==> config.mk <==
export PLATFORM = sky130hd
export DESIGN_NAME = dm_lsu
export DESIGN_NICKNAME = d
export VERILOG_FILES = /design/src/rtl/dm_lsu.sv
export SDC_FILE = /design/constraint.sdc
export NUM_CORES = 1
export LEC_CHECK = 0
export ABC_AREA = 1
export CAP_MARGIN = 10
export CORE_ASPECT_RATIO = 0.9
export CORE_MARGIN = 2
export CORE_UTILIZATION = 48
export DETAILED_ROUTE_END_ITERATION = 7
export PLACE_DENSITY = 0.79
export REMOVE_ABC_BUFFERS = 1
export SYNTH_ARGS = -nofsm -noshare
export SYNTH_HDL_FRONTEND = slang
export SYNTH_SLANG_ARGS = --single-unit
export TNS_END_PERCENT = 20
==> constraint.sdc <==
create_clock -name clk -period 2.7 [get_ports clk]
set_clock_uncertainty 0.1 [all_clocks]
set_input_delay 0.54 -clock clk [delete_from_list [all_inputs] [get_ports clk]]
set_output_delay 0.54 -clock clk [all_outputs]
set_load 0.01 [all_outputs]
==> src/rtl/dm_lsu.sv <==
// dm_lsu: load/store unit driving the CPU data memory.
//   Accepts byte-addressed load/store requests on a valid/ready handshake,
//   issues word rd/wr cycles, extracts and extends sub-word loads, and does
//   sub-word stores as read-modify-write. One request in flight at a time.
// Ports:
//   clk, rst_n                      clock, async active-low reset
//   req_valid/req_ready             request handshake
//   req_we, req_size, req_signed    store flag, 00 byte/01 half/10 word, sign-extend
//   req_addr [ADDR_W+1:0]           byte address
//   req_wdata                       right-aligned store data
//   resp_valid/resp_rdata/resp_err  one-cycle completion pulse, load data, error
//   dm_addr/dm_rd/dm_wr/dm_wdata    word-level memory cycle
//   dm_rdata                        combinational memory read data
// Optional: define DM_LSU_ALIGN_CHECK_EN to turn misaligned or size-11 requests
// into error responses; otherwise the address is forced aligned, size 11 acts as
// word, and resp_err is tied low.
module dm_lsu #(
  parameter int ADDR_W = 7,
  parameter int DATA_W = 32
) (
  input  logic              clk,
  input  logic              rst_n,
  input  logic              req_valid,
  output logic              req_ready,
  input  logic              req_we,
  input  logic [1:0]        req_size,
  input  logic              req_signed,
  input  logic [ADDR_W+1:0] req_addr,
  input  logic [DATA_W-1:0] req_wdata,
  output logic              resp_valid,
  output logic [DATA_W-1:0] resp_rdata,
  output logic              resp_err,
  output logic [ADDR_W-1:0] dm_addr,
  output logic              dm_rd,
  output logic              dm_wr,
  output logic [DATA_W-1:0] dm_wdata,
  input  logic [DATA_W-1:0] dm_rdata
);

  typedef enum logic [1:0] {IDLE, ACC, RMW_WR, RESP} state_t;
  state_t state, nxt;

  logic              we_q, sgn_q;
  logic [1:0]        size_q;
  logic [ADDR_W+1:0] addr_q;
  logic [DATA_W-1:0] wdata_q, rdata_q;

  logic              accept, acc_err, sub;
  logic [1:0]        acc_size;
  logic [ADDR_W+1:0] acc_addr;

  assign accept = req_valid & req_ready;
  // sub-word access: loads extract a lane, stores need read-modify-write
  assign sub    = (size_q != 2'b10);

`ifdef DM_LSU_ALIGN_CHECK_EN
  logic err_q;
  always_comb begin
    acc_size = req_size;
    acc_addr = req_addr;
    acc_err  = (req_size == 2'b11) ||
               (req_size == 2'b01 && req_addr[0]) ||
               (req_size == 2'b10 && req_addr[1:0] != 2'b00);
  end
`else
  always_comb begin
    acc_err  = 1'b0;
    acc_size = (req_size == 2'b11) ? 2'b10 : req_size;
    acc_addr = req_addr;
    if (acc_size == 2'b01) acc_addr[0]   = 1'b0;
    if (acc_size == 2'b10) acc_addr[1:0] = 2'b00;
  end
`endif

  // lane extraction and extension of the read word
  logic [DATA_W-1:0] shifted, load_ext, merged;
  logic [7:0]        lb;
  logic [15:0]       lh;
  assign shifted = dm_rdata >> {addr_q[1:0], 3'b000};
  assign lb      = shifted[7:0];
  assign lh      = addr_q[1] ? dm_rdata[31:16] : dm_rdata[15:0];

  always_comb begin
    case (size_q)
      2'b00:   load_ext = {{24{sgn_q & lb[7]}}, lb};
      2'b01:   load_ext = {{16{sgn_q & lh[15]}}, lh};
      default: load_ext = dm_rdata;
    endcase
  end

  // read word with the target lane replaced by store data
  always_comb begin
    merged = dm_rdata;
    if (size_q == 2'b00)      merged[{addr_q[1:0], 3'b000} +: 8]  = wdata_q[7:0];
    else if (size_q == 2'b01) merged[{addr_q[1], 4'b0000} +: 16]  = wdata_q[15:0];
  end

  // state register
  always_ff @(posedge clk or negedge rst_n) begin
    if (!rst_n) state <= IDLE;
    else        state <= nxt;
  end

  // next state
  always_comb begin
    nxt = state;
    case (state)
      IDLE:    if (accept) nxt = acc_err ? RESP : ACC;
      ACC:     nxt = (we_q && sub) ? RMW_WR : RESP;
      RMW_WR:  nxt = RESP;
      RESP:    nxt = IDLE;
      default: nxt = IDLE;
    endcase
  end

  // outputs decoded from state so reset drops the strobes at once
  always_comb begin
    req_ready  = (state == IDLE);
    resp_valid = (state == RESP);
    dm_rd      = (state == ACC) && (!we_q || sub);
    dm_wr      = ((state == ACC) && we_q && !sub) || (state == RMW_WR);
`ifdef DM_LSU_ALIGN_CHECK_EN
    resp_err   = (state == RESP) && err_q;
`else
    resp_err   = 1'b0;
`endif
  end

  assign resp_rdata = rdata_q;
  assign dm_addr    = addr_q[ADDR_W+1:2];
  // wdata_q holds the store data, then the merged word once an RMW read completes
  assign dm_wdata   = wdata_q;

  always_ff @(posedge clk or negedge rst_n) begin
    if (!rst_n) begin
      we_q    <= 1'b0;
      sgn_q   <= 1'b0;
      size_q  <= 2'b00;
      addr_q  <= '0;
      wdata_q <= '0;
      rdata_q <= '0;
`ifdef DM_LSU_ALIGN_CHECK_EN
      err_q   <= 1'b0;
`endif
    end else if (accept) begin
      we_q    <= req_we;
      sgn_q   <= req_signed;
      size_q  <= acc_size;
      addr_q  <= acc_addr;
      wdata_q <= req_wdata;
      rdata_q <= '0;
`ifdef DM_LSU_ALIGN_CHECK_EN
      err_q   <= acc_err;
`endif
    end else if (state == ACC) begin
      if (!we_q)    rdata_q <= load_ext;
      else if (sub) wdata_q <= merged;
    end
  end

endmodule

==> impl_metrics.env <==
export IMPL_avgSynthCellArea_um2=6.721
export IMPL_start_util_pct=49.55
export IMPL_rows=35
export IMPL_drv_slew=0
export IMPL_gp_congestion=0.9641
export IMPL_hold_class="in2async"
export IMPL_cpMostUsedCell="inv_1"
export IMPL_grt_setup_unrepaired="false"
export IMPL_routedWlPerCell_um=17.21
export IMPL_max_freq_ghz=0.3860
export IMPL_io_buffer_count=154
export IMPL_slew_headroom_pct=30.79
export IMPL_worstSetupPathType="reg2out"
export IMPL_drt_pass1_iter_count=8
export IMPL_rrSetupSlack_ns=0.46
export IMPL_n_fill_cell=899
export IMPL_cts_root_buf="clkbuf_16"
export IMPL_cap_violations=0
export IMPL_vias=5675
export IMPL_grt_pass1_vias=5433
export IMPL_synthTopCellsByArea="dfrtp_1 (39%), nand2_1 (23%), o21ai_0 (5.2%)"
export IMPL_cp_arrival_ns=1.95
export IMPL_cp_end_kind="primary output"
export IMPL_design_area_mm2=0.007048
export IMPL_period_share_pct=95.94
export IMPL_min_period_ns=2.590
export IMPL_synth_common_cells="nand2_1 (311), dfrtp_1 (79), inv_1 (58), o21ai_0 (53), nor2_1 (51)"
export IMPL_globalRouteOverflowTotal=0
export IMPL_reg2reg_to="dm_wdata[7]"
export IMPL_p_leak_nw=3.445
export IMPL_powerDensity_mw_per_mm2=1136
export IMPL_synth_distinct_cells=34
export IMPL_clock_path_buffers=2
export IMPL_clock_sinks=79
export IMPL_violations="design-rule violations"
export IMPL_h_tree_depth=3
export IMPL_area_growth_synth_to_final_pct=37.63
export IMPL_core_area_mm2=0.01033
export IMPL_drc=10
export IMPL_cts_buffers=9
export IMPL_antenna_found_initial=0
export IMPL_slowest_stage="clkdlybuf4s50_1"
export IMPL_worst_pin_slew_ns=1.038
export IMPL_cp_cell_sequence="inv_1, ha_2, inv_1, o21bai_1, clkdlybuf4s50_1"
export IMPL_netlist_area_mm2=0.005121
export IMPL_boundaryPins=156
export IMPL_ys_flop_type="dfrtp_1"
export IMPL_synth_top_area_cell="dfrtp_1"
export IMPL_synth_edf_count=0
export IMPL_startpoint_type="flip-flop"
export IMPL_syn_inst=762
export IMPL_r2r_start="state[1]"
export IMPL_fin_cells=1035
export IMPL_die_x_um=112.9
export IMPL_cp_max_fo=5
export IMPL_async_flop_share_pct=100.0
export IMPL_critPathTopFamily="buffers and inverters"
export IMPL_ant_nets=0
export IMPL_place_area_mm2=0.006720
export IMPL_cts_tree="built"
export IMPL_gr_usage_all_layers_pct=31.27
export IMPL_drt_total_wl_um=17810
export IMPL_reg2reg_depth=10
export IMPL_hold_ws_ns=0.2855
export IMPL_ys_ff_latch=79
export IMPL_viasPerCell=5.483
export IMPL_yosysMostFrequentCell="nand2_1"
export IMPL_setup_violations=0
export IMPL_grt_first_pass_wirelength_um=28010
export IMPL_ir_worst_vdd_mv=0.6004
export IMPL_yosysWarnings=0
export IMPL_antenna_cells=0
export IMPL_clock_latency_ns=0.34
export IMPL_die_h_um=102.0
export IMPL_seq_area_frac_synth_pct=38.60
export IMPL_first_iter_violations=565
export IMPL_critPathMaxStageDelay_ns=0.57
export IMPL_die_area_mm2=0.01151
export IMPL_layout_drive_gt1_share_pct=6.954
export IMPL_hold_violations=0
export IMPL_synth_top_area_share_pct=38.60
export IMPL_crit_required_ns=2.06
export IMPL_critPathBufInv=3
export IMPL_final_nets=991
export IMPL_place_inst=1019
export IMPL_dp_hpwl_um=13400
export IMPL_grt_max_degree=80
export IMPL_status="finished with violations"
export IMPL_postCtsSetupBuffers=0
export IMPL_clk_pin_slew_worst_paths_ns=0.06
[timing repair]
action | in CTS | in global routing
gates resized for setup | 0 | 1
setup endpoints to repair | 0 | 1
hold buffers | 0 | 0
[power breakdown]
group          switching (mW)  internal (mW)  total [mW]
sequential              0.363           1.70        2.06
clock                   0.492          0.860        1.35
combinational            2.71           1.88        4.59
[sequential cells by signal (all words and copies together) (netlist names)]
register    cells
we_q            1
resp_rdata     32
dm_wdata       32
addr_q          9
sgn_q           1
size_q          2
state           2
[final cells by class]
type / instances / area [um^2] / share of cell area (%)
Multi-Input combinational cell: 576 / 2671 / 37.90
Tap cell: 129 / 161.4 / 2.290
Timing Repair Buffer: 169 / 1664 / 23.61
Sequential cell: 79 / 1977 / 28.05
Inverter: 66 / 249.0 / 3.533
Clock inverter: 3 / 65.06 / 0.9231
Clock buffer: 13 / 260.3 / 3.693
[logic make-up (layout without fill, tap and decap cells)]
logic type      after synthesis  in the layout  share of synthesized area (%)
mux                           5              5                         0.9773
simple gates                437            437                          35.52
buf+inv                     107            251                          9.284
other cells                   1              1                        0.07323
fa+ha+maj                    10             10                          2.443
compound gates              123            123                          13.10
flops                        79             79                          38.60
[how the worst max path moves through the flow]
stage          startpoint  cells after the start  slack, ns             end
3_3_place_gp    req_valid                      9       0.30     dm_wdata[7]
2_1_floorplan    state[0]                      9      -0.09  resp_rdata[17]
4_1_cts          state[1]                      5       0.05           dm_wr
5_1_grt          state[1]                      5      0.007           dm_wr
3_5_place_dp    req_valid                      9       0.27     dm_wdata[7]
6_report         state[1]                      5       0.11           dm_wr
[per-stage QoR]
stage               setup TNS (ns)  utilization (%)  worst slack, ns  total power, mW
floorplan                   -1.449                -         -0.09144            4.523
global placement                 0            65.02           0.3005            6.484
detailed placement               0            65.02           0.2716            6.585
CTS                              0            68.17          0.04945            7.978
global route                     0            68.20         0.007498            8.598
finish                           0            68.20           0.1095            8.004
[routing by layer]
metal / vias up / track usage (%) / routed length [um]
li1: 2685 / - / -
met1: 2629 / 42.29 / 7455
met4: 0 / 8.818 / 406
met3: 43 / 6.406 / 1713
met2: 318 / 51.71 / 8232
met5: - / 0 / 0
[layout by cell type, fill, tap and decap left out, drive strengths merged]
master / instances
conb: 1
o211ai: 10
clkdlybuf4s50: 153
bufinv: 2
dfrtp: 79
o221ai: 1
o32ai: 1
nand2: 317
clkinv: 2
o22ai: 7
nor2: 56
nand4: 1
o21bai: 1
o21ai: 68
buf: 16
clkbuf: 13
or2: 7
inv: 65
mux2i: 5
ha: 10
a21oi: 35
nor3: 8
nand3: 48
No activity file was read; power rests on OpenSTA's default activity.
